<file path="src/rtl/seq_alu.sv">
// Handshaked ALU with single-cycle logic/arith ops and an iterative shift-add multiplier
// and restoring divider. One operation in flight; the result is held until the consumer takes it.
module seq_alu #(
    parameter int WIDTH = 32
) (
    input  logic             clk,
    input  logic             rst_n,
    input  logic             in_valid,
    output logic             in_ready,
    input  logic [WIDTH-1:0] input_1,
    input  logic [WIDTH-1:0] input_2,
    input  logic [3:0]       alu_control,
    output logic             out_valid,
    input  logic             out_ready,
    output logic [WIDTH-1:0] result,
    output logic             zero,
    output logic             overflow
);
    localparam int SH_W = $clog2(WIDTH);

    localparam logic [3:0] OP_ADD  = 4'b0000;
    localparam logic [3:0] OP_SUB  = 4'b0001;
    localparam logic [3:0] OP_AND  = 4'b0010;
    localparam logic [3:0] OP_OR   = 4'b0011;
    localparam logic [3:0] OP_SLTU = 4'b0100;
    localparam logic [3:0] OP_SLT  = 4'b0101;
    localparam logic [3:0] OP_XOR  = 4'b0110;
    localparam logic [3:0] OP_SLL  = 4'b0111;
    localparam logic [3:0] OP_SRL  = 4'b1000;
    localparam logic [3:0] OP_SRA  = 4'b1001;
    localparam logic [3:0] OP_MUL  = 4'b1010;
    localparam logic [3:0] OP_DIVU = 4'b1011;
    localparam logic [3:0] OP_REMU = 4'b1100;

    typedef enum logic [1:0] {IDLE, BUSY, DONE} state_t;

    state_t            state_reg, state_next;
    logic [3:0]        op_reg;
    logic [WIDTH-1:0]  opa_reg;   // multiplicand (mul) or dividend/quotient shifter (div)
    logic [WIDTH-1:0]  opb_reg;   // multiplier (mul) or divisor (div)
    logic [WIDTH-1:0]  acc_reg;   // partial product (mul) or partial remainder (div)
    logic [SH_W-1:0]   cnt_reg;

    logic              accept;
    logic              is_div;
    logic              multi_cycle;
    logic              last_iter;
    logic [SH_W-1:0]   sh;
    logic [WIDTH-1:0]  sum, diff;
    logic [WIDTH-1:0]  single_res;
    logic              single_ovf;
    logic [WIDTH-1:0]  mul_acc_next;
    logic [WIDTH:0]    rem_shift, rem_sub;
    logic              rem_fits;
    logic [WIDTH-1:0]  rem_next, quo_next, iter_res;

    assign in_ready    = (state_reg == IDLE);
    assign out_valid   = (state_reg == DONE);
    assign accept      = in_valid && in_ready;
    assign is_div      = (alu_control == OP_DIVU) || (alu_control == OP_REMU);
    // Division by zero is resolved immediately instead of iterating.
    assign multi_cycle = (alu_control == OP_MUL) || (is_div && (input_2 != '0));
    assign last_iter   = (cnt_reg == '1);

    always_ff @(posedge clk or negedge rst_n) begin
        if (!rst_n) begin
            state_reg <= IDLE;
        end else begin
            state_reg <= state_next;
        end
    end

    always_comb begin
        state_next = state_reg;
        case (state_reg)
            IDLE:    if (accept) state_next = multi_cycle ? BUSY : DONE;
            BUSY:    if (last_iter) state_next = DONE;
            DONE:    if (out_ready) state_next = IDLE;
            default: state_next = IDLE;
        endcase
    end

    assign sh   = input_2[SH_W-1:0];
    assign sum  = input_1 + input_2;
    assign diff = input_1 - input_2;

    always_comb begin
        single_res = '0;
        single_ovf = 1'b0;
        case (alu_control)
            OP_ADD: begin
                single_res = sum;
                single_ovf = (input_1[WIDTH-1] == input_2[WIDTH-1]) && (sum[WIDTH-1] != input_1[WIDTH-1]);
            end
            OP_SUB: begin
                single_res = diff;
                single_ovf = (input_1[WIDTH-1] != input_2[WIDTH-1]) && (diff[WIDTH-1] != input_1[WIDTH-1]);
            end
            OP_AND:  single_res = input_1 & input_2;
            OP_OR:   single_res = input_1 | input_2;
            OP_SLTU: single_res = {{(WIDTH-1){1'b0}}, (input_1 < input_2)};
            OP_SLT:  single_res = {{(WIDTH-1){1'b0}}, ($signed(input_1) < $signed(input_2))};
            OP_XOR:  single_res = input_1 ^ input_2;
            OP_SLL:  single_res = input_1 << sh;
            OP_SRL:  single_res = input_1 >> sh;
            OP_SRA:  single_res = $signed(input_1) >>> sh;
            OP_DIVU: single_res = '1;
            OP_REMU: single_res = input_1;
            default: single_res = '0;
        endcase
    end

    // One multiplier bit or one quotient bit per BUSY cycle.
    assign mul_acc_next = acc_reg + (opb_reg[0] ? opa_reg : '0);
    assign rem_shift    = {acc_reg, opa_reg[WIDTH-1]};
    assign rem_sub      = rem_shift - {1'b0, opb_reg};
    assign rem_fits     = (rem_shift >= {1'b0, opb_reg});
    assign rem_next     = rem_fits ? rem_sub[WIDTH-1:0] : rem_shift[WIDTH-1:0];
    assign quo_next     = {opa_reg[WIDTH-2:0], rem_fits};

    always_comb begin
        iter_res = rem_next;
        if (op_reg == OP_MUL) begin
            iter_res = mul_acc_next;
        end else if (op_reg == OP_DIVU) begin
            iter_res = quo_next;
        end
    end

    always_ff @(posedge clk or negedge rst_n) begin
        if (!rst_n) begin
            op_reg   <= '0;
            opa_reg  <= '0;
            opb_reg  <= '0;
            acc_reg  <= '0;
            cnt_reg  <= '0;
            result   <= '0;
            zero     <= 1'b0;
            overflow <= 1'b0;
        end else begin
            case (state_reg)
                IDLE: begin
                    if (accept) begin
                        op_reg  <= alu_control;
                        opa_reg <= input_1;
                        opb_reg <= input_2;
                        acc_reg <= '0;
                        cnt_reg <= '0;
                        if (!multi_cycle) begin
                            result   <= single_res;
                            zero     <= (single_res == '0);
                            overflow <= single_ovf;
                        end
                    end
                end
                BUSY: begin
                    cnt_reg <= cnt_reg + 1'b1;
                    if (op_reg == OP_MUL) begin
                        acc_reg <= mul_acc_next;
                        opa_reg <= opa_reg << 1;
                        opb_reg <= opb_reg >> 1;
                    end else begin
                        acc_reg <= rem_next;
                        opa_reg <= quo_next;
                    end
                    if (last_iter) begin
                        result   <= iter_res;
                        zero     <= (iter_res == '0);
                        overflow <= 1'b0;
                    end
                end
                default: ;
            endcase
        end
    end
endmodule

</file>
<file path="config.mk">
export PLATFORM = sky130hd
export DESIGN_NAME = seq_alu
export DESIGN_NICKNAME = d
export VERILOG_FILES = /design/src/rtl/seq_alu.sv
export SDC_FILE = /design/constraint.sdc
export NUM_CORES = 1
export LEC_CHECK = 0
export ABC_AREA = 1
export CELL_PAD_IN_SITES_DETAIL_PLACEMENT = 1
export CELL_PAD_IN_SITES_GLOBAL_PLACEMENT = 2
export CORE_ASPECT_RATIO = 1.1
export CORE_MARGIN = 2
export CORE_UTILIZATION = 35
export DETAILED_ROUTE_END_ITERATION = 10
export GPL_ROUTABILITY_DRIVEN = 0
export GPL_TIMING_DRIVEN = 0
export PLACE_DENSITY = 0.87
export SLEW_MARGIN = 20
export SYNTH_ARGS = -nofsm -noshare
export SYNTH_HDL_FRONTEND = slang
export SYNTH_SLANG_ARGS = --single-unit
</file>
<file path="constraint.sdc">
create_clock -name clk -period 6.94 [get_ports clk]
set_clock_uncertainty 0.2 [all_clocks]
set_input_delay 1.041 -clock clk [delete_from_list [all_inputs] [get_ports clk]]
set_output_delay 1.041 -clock clk [all_outputs]
set_load 0.01 [all_outputs]
</file>
==> summary.txt, run 1 <==
status - completed
Detailed Route WL - 137 mm
cell taking the most area after synthesis - nand2_1
total number of clock tree sinks - 141
setup TNS - 0 ns
global route overflow - 0
number of cells produced by synthesis - 4226
first drt pass iteration count - 5
initial core utilization - 35.4%
layout filler cell count - 9269
wire length of the first global-routing pass - 196 mm
worst endpoint data arrival time - 6.06 ns
Async SR Flop Fraction - 100%
Top-Level Pins - 108
clock buffer count from CTS - 17
part of the power in the clock network - 9.7%
Power Density - 383 mW/mm^2
number of pins exceeding their max-slew limit in the final report - 0
Die Wd - 249 um
Largest stage delay, worst path - 0.59 ns
Seq/Total Area, Yosys - 15.3%
tightest slew margin relative to the limit - 28.7%
count of yosys warnings during synthesis - 0
leak pwr - 13.8 nW
count of buffers added by post-CTS timing repair for setup - 0
height of the die - 274 um
share of the synthesized area in the top cell type - 23.4%
highest clock frequency the design can meet - 0.171 GHz
area inside the core boundary - 0.0652 mm^2
overall global routing resource usage - 39.3%
placed cell areas - 0.0253 mm^2
Worst setup EP type - flip-flop
average wire length per cell after detail routing - 26.2 um
ant diodes - 0
largest net degree at the start of global routing - 83
final cycle utilization of the critical path - 84.5%
post-layout instance area - 0.0259 mm^2
switching power summed over all nets - 0.00609 W
Synth area leaders - nand2_1 23%, dfrtp_1 15%, nand3_1 12%
ratio of cells with drive above 1 in the final layout - 4.51%
switching portion of total power - 61.4%
Syn-to-layout area delta - 12.0%
CTS H-Tree Depth - 4
slowest cell on the critical path - clkdlybuf4s50_1
remaining routing DRC violations - 0
data required time at the worst endpoint - 7.14 ns
clock root buffer master - clkbuf_16
worst min path class - reg2reg
number of failing setup endpoints in the final timing report - 0
clock tree buffer depth - 2
later-pin clock latency in the skew report - 0.45 ns
worst IR drop on VDD - 216 uV
Seq cells post-synth - 141
library cell with the highest instance count after synthesis - nand2_1
syn_area_per_cell - 5.47 um^2
final count of hold timing violations - 0
Mapped Nets - 4472
HPWL after detailed placement - 114 mm
input/output buffers - 107
Reg power frac - 17.2%
cell-internal power - 0.00382 W
part of the total power dissipated in combinational logic - 73.1%
number of buffers inserted for hold repair after clock tree synthesis - 0
layout net count - 4599
Die Area - 0.0681 mm^2
Vias per Instance - 5.75
routed vias - 30002
violation count after the first detailed-route iteration - 2958
remaining antenna violation count after routing - 0
number of enable flip-flop cells after synthesis - 0
post-CTS resize count - 0
clock-pin transition on the worst setup and hold timing paths - 0.08 ns
most prevalent standard cell on the critical path - nand2_1
antenna violations before repair - 4
vias in the first global route - 29582
kind of start point of the critical path - primary input
Max FO, Critical Path - 11
RSZ-0062 raised after global routing - no
worst-margin pin slew - 1.07 ns
Std-Cell Rows - 98
minimum clock period after layout - 5.87 ns
start-to-end type of the worst setup path - in2reg
combined area of all synthesized cells - 0.0231 mm^2
synth unique cells - 54
# Max-Cap Violations - 0
top flip-flop cell by instance count after synthesis - dfrtp_1
list of most frequent post-synthesis cells - 1440 x nand2_1, 597 x inv_1, 535 x nand3_1
CTS tree - yes
-- path summary, 6_finish.rpt --
kind / start / endpoint / slack [ns] / cells past startpoint
hold reg to reg: result[5] / result[5] / 0.29 / 2
setup / recovery: input_2[4] / zero / 1.07 / 25
min in group asynchronous: rst_n / acc_reg[21] / 0.32 / 1
max in group asynchronous: rst_n / op_reg[2] / 5.42 / 2
hold / removal: result[5] / result[5] / 0.29 / 2
setup reg to reg: opb_reg[0] / zero / 2.44 / 17
-- metal layers --
metal,wire [um],global-route usage [%],vias to the layer above
met5,59,0,-
li1,-,-,13874
met2,60400,63.7,1421
met4,13900,33.7,6
met3,9870,5.40,468
met1,52500,46.0,14233
-- cells by family (layout without fill, tap and decap cells) --
kind of cell,count (synthesis),count (layout),synth area share (%)
AND/OR/NAND/NOR,2522,2522,46.0
XOR/XNOR,17,17,0.644
AO/OA/AOI/OAI,582,582,14.9
flip-flops,141,141,15.3
adder cells (fa/ha/maj),174,174,9.55
buffers and inverters,790,930,13.7
-- metrics by stage --
step                      setup WS, ns  power [W]  cells  utilization [%]  hold slack [ns]
after floorplan                   3.07    0.00593   4226                -            0.253
after global placement           -1.48    0.00857   5183             38.7            0.266
after detailed placement         0.868    0.00868   5184             38.8            0.273
after CTS                         1.35    0.00968   5216             39.7            0.290
after global routing             0.956     0.0106   5216             39.7            0.305
final                             1.07    0.00991   5216             39.7            0.288
-- worst max-delay path, delay by kind of cell --
family,cells,cell delay (ns)
simple gates,17,2.39
buf+inv,7,2.26
fa+ha+maj,1,0.35
-- power by group through the flow --
stage | registers [W] | logic [W] | clock network [W]
after floorplan | 0.00140 | 0.00453 | 0
after global placement | 0.00167 | 0.00690 | 0
after detailed placement | 0.00168 | 0.00701 | 0
after CTS | 0.00167 | 0.00706 | 0.000959
after global routing | 0.00170 | 0.00789 | 0.000989
final | 0.00171 | 0.00724 | 0.000961
-- cells in the final DEF (no fill, tap or decap), types with 35 or more instances in the layout --
cell type / n
clkbuf_1: 66
nand2_1: 1440
buf_2: 64
nor3_1: 35
nand4_1: 48
o211ai_1: 99
nand3_1: 535
dfrtp_1: 141
ha_1: 170
a21oi_1: 160
clkdlybuf4s50_1: 106
nor2_1: 370
inv_1: 597
o21ai_0: 192
o22ai_1: 39
-- area by class of cell --
type / count / area [um^2] / share of cell area (%)
plain buffers: 166 / 825 / 3.18
inverters: 624 / 2340 / 9.05
flip-flops and latches: 141 / 3530 / 13.6
repair buffers: 108 / 1100 / 4.26
clock buffers: 17 / 425 / 1.64
multi-input cells: 3295 / 16400 / 63.4
clock inverters: 15 / 190 / 0.734
well taps: 850 / 1060 / 4.11
Note: power is estimated with default switching activity, not from simulation.
==> run 2: changes to the inputs <==
Settings changed: CORE_UTILIZATION 35 to 29, PLACE_DENSITY 0.87 to 0.77.
Clock period 6.94 ns to 5.2 ns, I/O delays scaled along.
==> run 2 against run 1 <==
Sequential share of layout area fell by 0.15 points. Global-route usage fell by 5.4 points. Highest routed layer unchanged. Power rose by 34%.
==> summary.txt, run 2 (synthesis results as in run 1) <==
Largest stage delay, worst path - 1.09 ns
antenna violations before repair - 1
leak pwr - 13.9 nW
reg2reg start - opb_reg[0]
overall global routing resource usage - 33.8%
vias in the first global route - 29218
global route overflow - 0
Std-Cell Rows - 108
multi-input gate area in the final layout - 0.0164 mm^2
utilization after layout - 33.2%
CTS tree - yes
final instance count without filler cells - 5414
sequential cell area - 0.00353 mm^2
initial core utilization - 29.3%
part of the total power dissipated in combinational logic - 73.3%
top library cells by usage in the layout, fill and taps aside - 1440 x nand2_1, 596 x inv_1, 535 x nand3_1
number of placed cells counting well taps - 5379
critical-path cell list - clkdlybuf4s50_1 -> inv_1 -> ha_1 -> clkbuf_2 -> inv_1 -> nand2_1 -> nor2_1 -> nand2_1 -> nor2_1 -> nand2_1 -> nand3_1 -> nand2_1 -> nand3_1 -> nand2_1 -> nor2_1 -> nand2_1 -> nor2_1 -> nand2_1 -> nor2_1 -> nand3_1 -> nand2_1 -> nand2_1 -> nand2_1
total number of clock tree sinks - 141
data required time at the worst endpoint - 5.41 ns
Detailed Route WL - 141 mm
Top-Level Pins - 108
cell-internal power - 0.00514 W
number of pins exceeding their max-slew limit in the final report - 0
worst endpoint data arrival time - 5.36 ns
largest net degree at the start of global routing - 73
slowest cell on the critical path - clkdlybuf4s50_1
remaining routing DRC violations - 0
layout net count - 4601
CTS H-Tree Depth - 4
Syn-to-layout area delta - 13.3%
start-to-end type of the worst setup path - in2reg
combined buffer and inverter count along the critical path - 4
FF-to-FF setup slack - 0.74 ns
clock buffer count from CTS - 17
Power Density - 509 mW/mm^2
Die Wd - 273 um
leading cell type in the layout, fill and taps excluded - nand2_1
setup TNS - 0 ns
switching portion of total power - 61.4%
clock root buffer master - clkbuf_16
tightest slew margin relative to the limit - 29.7%
worst IR drop on VDD - 314 uV
worst-margin pin slew - 1.05 ns
input/output buffers - 107
violation count after the first detailed-route iteration - 2584
area inside the core boundary - 0.0789 mm^2
clock tree buffer depth - 2
depth of the most critical reg-to-reg path - 21
Vias per Instance - 5.45
clock-pin transition on the worst setup and hold timing paths - 0.08 ns
# Max-Cap Violations - 0
kind of start point of the critical path - primary input
Die Area - 0.0820 mm^2
worst min path class - in2async
status - completed
HPWL after detailed placement - 120 mm
RSZ-0062 raised after global routing - no
Max FO, Critical Path - 8
Top Family by Delay on Critical Path - simple AND/OR/NAND/NOR gates
minimum clock period after layout - 5.14 ns
remaining antenna violation count after routing - 0
final cycle utilization of the critical path - 98.9%
Worst setup EP type - flip-flop
endpoint of the most critical register-to-register path - zero
routed vias - 29493
layout filler cell count - 10839
part of the power in the clock network - 10.0%
height of the die - 300 um
switching power summed over all nets - 0.00817 W
ratio of cells with drive above 1 in the final layout - 4.69%
first drt pass iteration count - 5
Reg power frac - 16.7%
wire length of the first global-routing pass - 201 mm
later-pin clock latency in the skew report - 0.47 ns
most prevalent standard cell on the critical path - nand2_1
average wire length per cell after detail routing - 26.1 um
final count of hold timing violations - 0
highest clock frequency the design can meet - 0.194 GHz
number of failing setup endpoints in the final timing report - 0
PnR Total Power - 0.0133 W
[run 2: cell count changes in the layout (fill, tap and decap cells not counted), moves of 2 or more]
cell	change
buf_4	+4
clkbuf_1	-2
clkinv_8	-2
inv_6	+2
nor2_1	-2
nor2_2	+2
[run 2: routing by layer]
| layer | wire [um] | part of all wire (%) | GRT usage, % |
|---|---|---|---|
| met1 | 56900 | 40 | 40.8 |
| met2 | 64500 | 46 | 55.8 |
| met3 | 8050 | 5.7 | 4.15 |
| met4 | 11700 | 8.3 | 23.9 |
| met5 | 11 | 0.0078 | 0 |
[run 2: per-stage QoR]
step | hold slack (ns) | setup WS [ns] | area (um^2)
2_1_floorplan | 0.253 | 1.59 | 23100
3_3_place_gp | 0.265 | -3.14 | 25500
3_5_place_dp | 0.273 | -0.980 | 25500
4_1_cts | 0.121 | 0.0305 | 26200
5_1_grt | 0.137 | 0.0161 | 26200
6_report | 0.0979 | 0.0552 | 26200
[run 2: power by group through the flow]
stage / combinational [W] / clock [W] / sequential (W)
6_report: 0.00977 / 0.00133 / 0.00222
5_1_grt: 0.0107 / 0.00138 / 0.00222
4_1_cts: 0.00963 / 0.00134 / 0.00220
3_5_place_dp: 0.00957 / 0 / 0.00222
3_3_place_gp: 0.00947 / 0 / 0.00221
2_1_floorplan: 0.00605 / 0 / 0.00187
[run 2: final cells by class]
| class | instances | area share (%) |
|---|---|---|
| multi-input cells | 3295 | 62.7 |
| inverters | 624 | 8.97 |
| clock buffers | 17 | 1.62 |
| flip-flops and latches | 141 | 13.5 |
| plain buffers | 164 | 3.13 |
| clock inverters | 15 | 0.740 |
| well taps | 1045 | 4.99 |
| repair buffers | 112 | 4.33 |
| diodes | 1 | 0.00955 |
[run 2: how the worst max path moves through the flow]
stage                           start           to  slack [ns]  cells past startpoint
final                     input_1[17]         zero        0.06                     23
after global routing       input_2[3]         zero        0.02                     26
after CTS                  input_2[4]         zero        0.03                     24
after detailed placement   input_2[4]         zero       -0.98                     23
after global placement          rst_n  opb_reg[17]       -3.14                      1
after floorplan            input_2[4]         zero        1.59                     24
[run 2: what timing repair did]
action                     CTS  global route
hold buffers                 0             0
resized for setup            2             3
setup buffers                0             4
pin swaps                    0             0
setup endpoints to repair    3             1
hold endpoints to repair     0             0
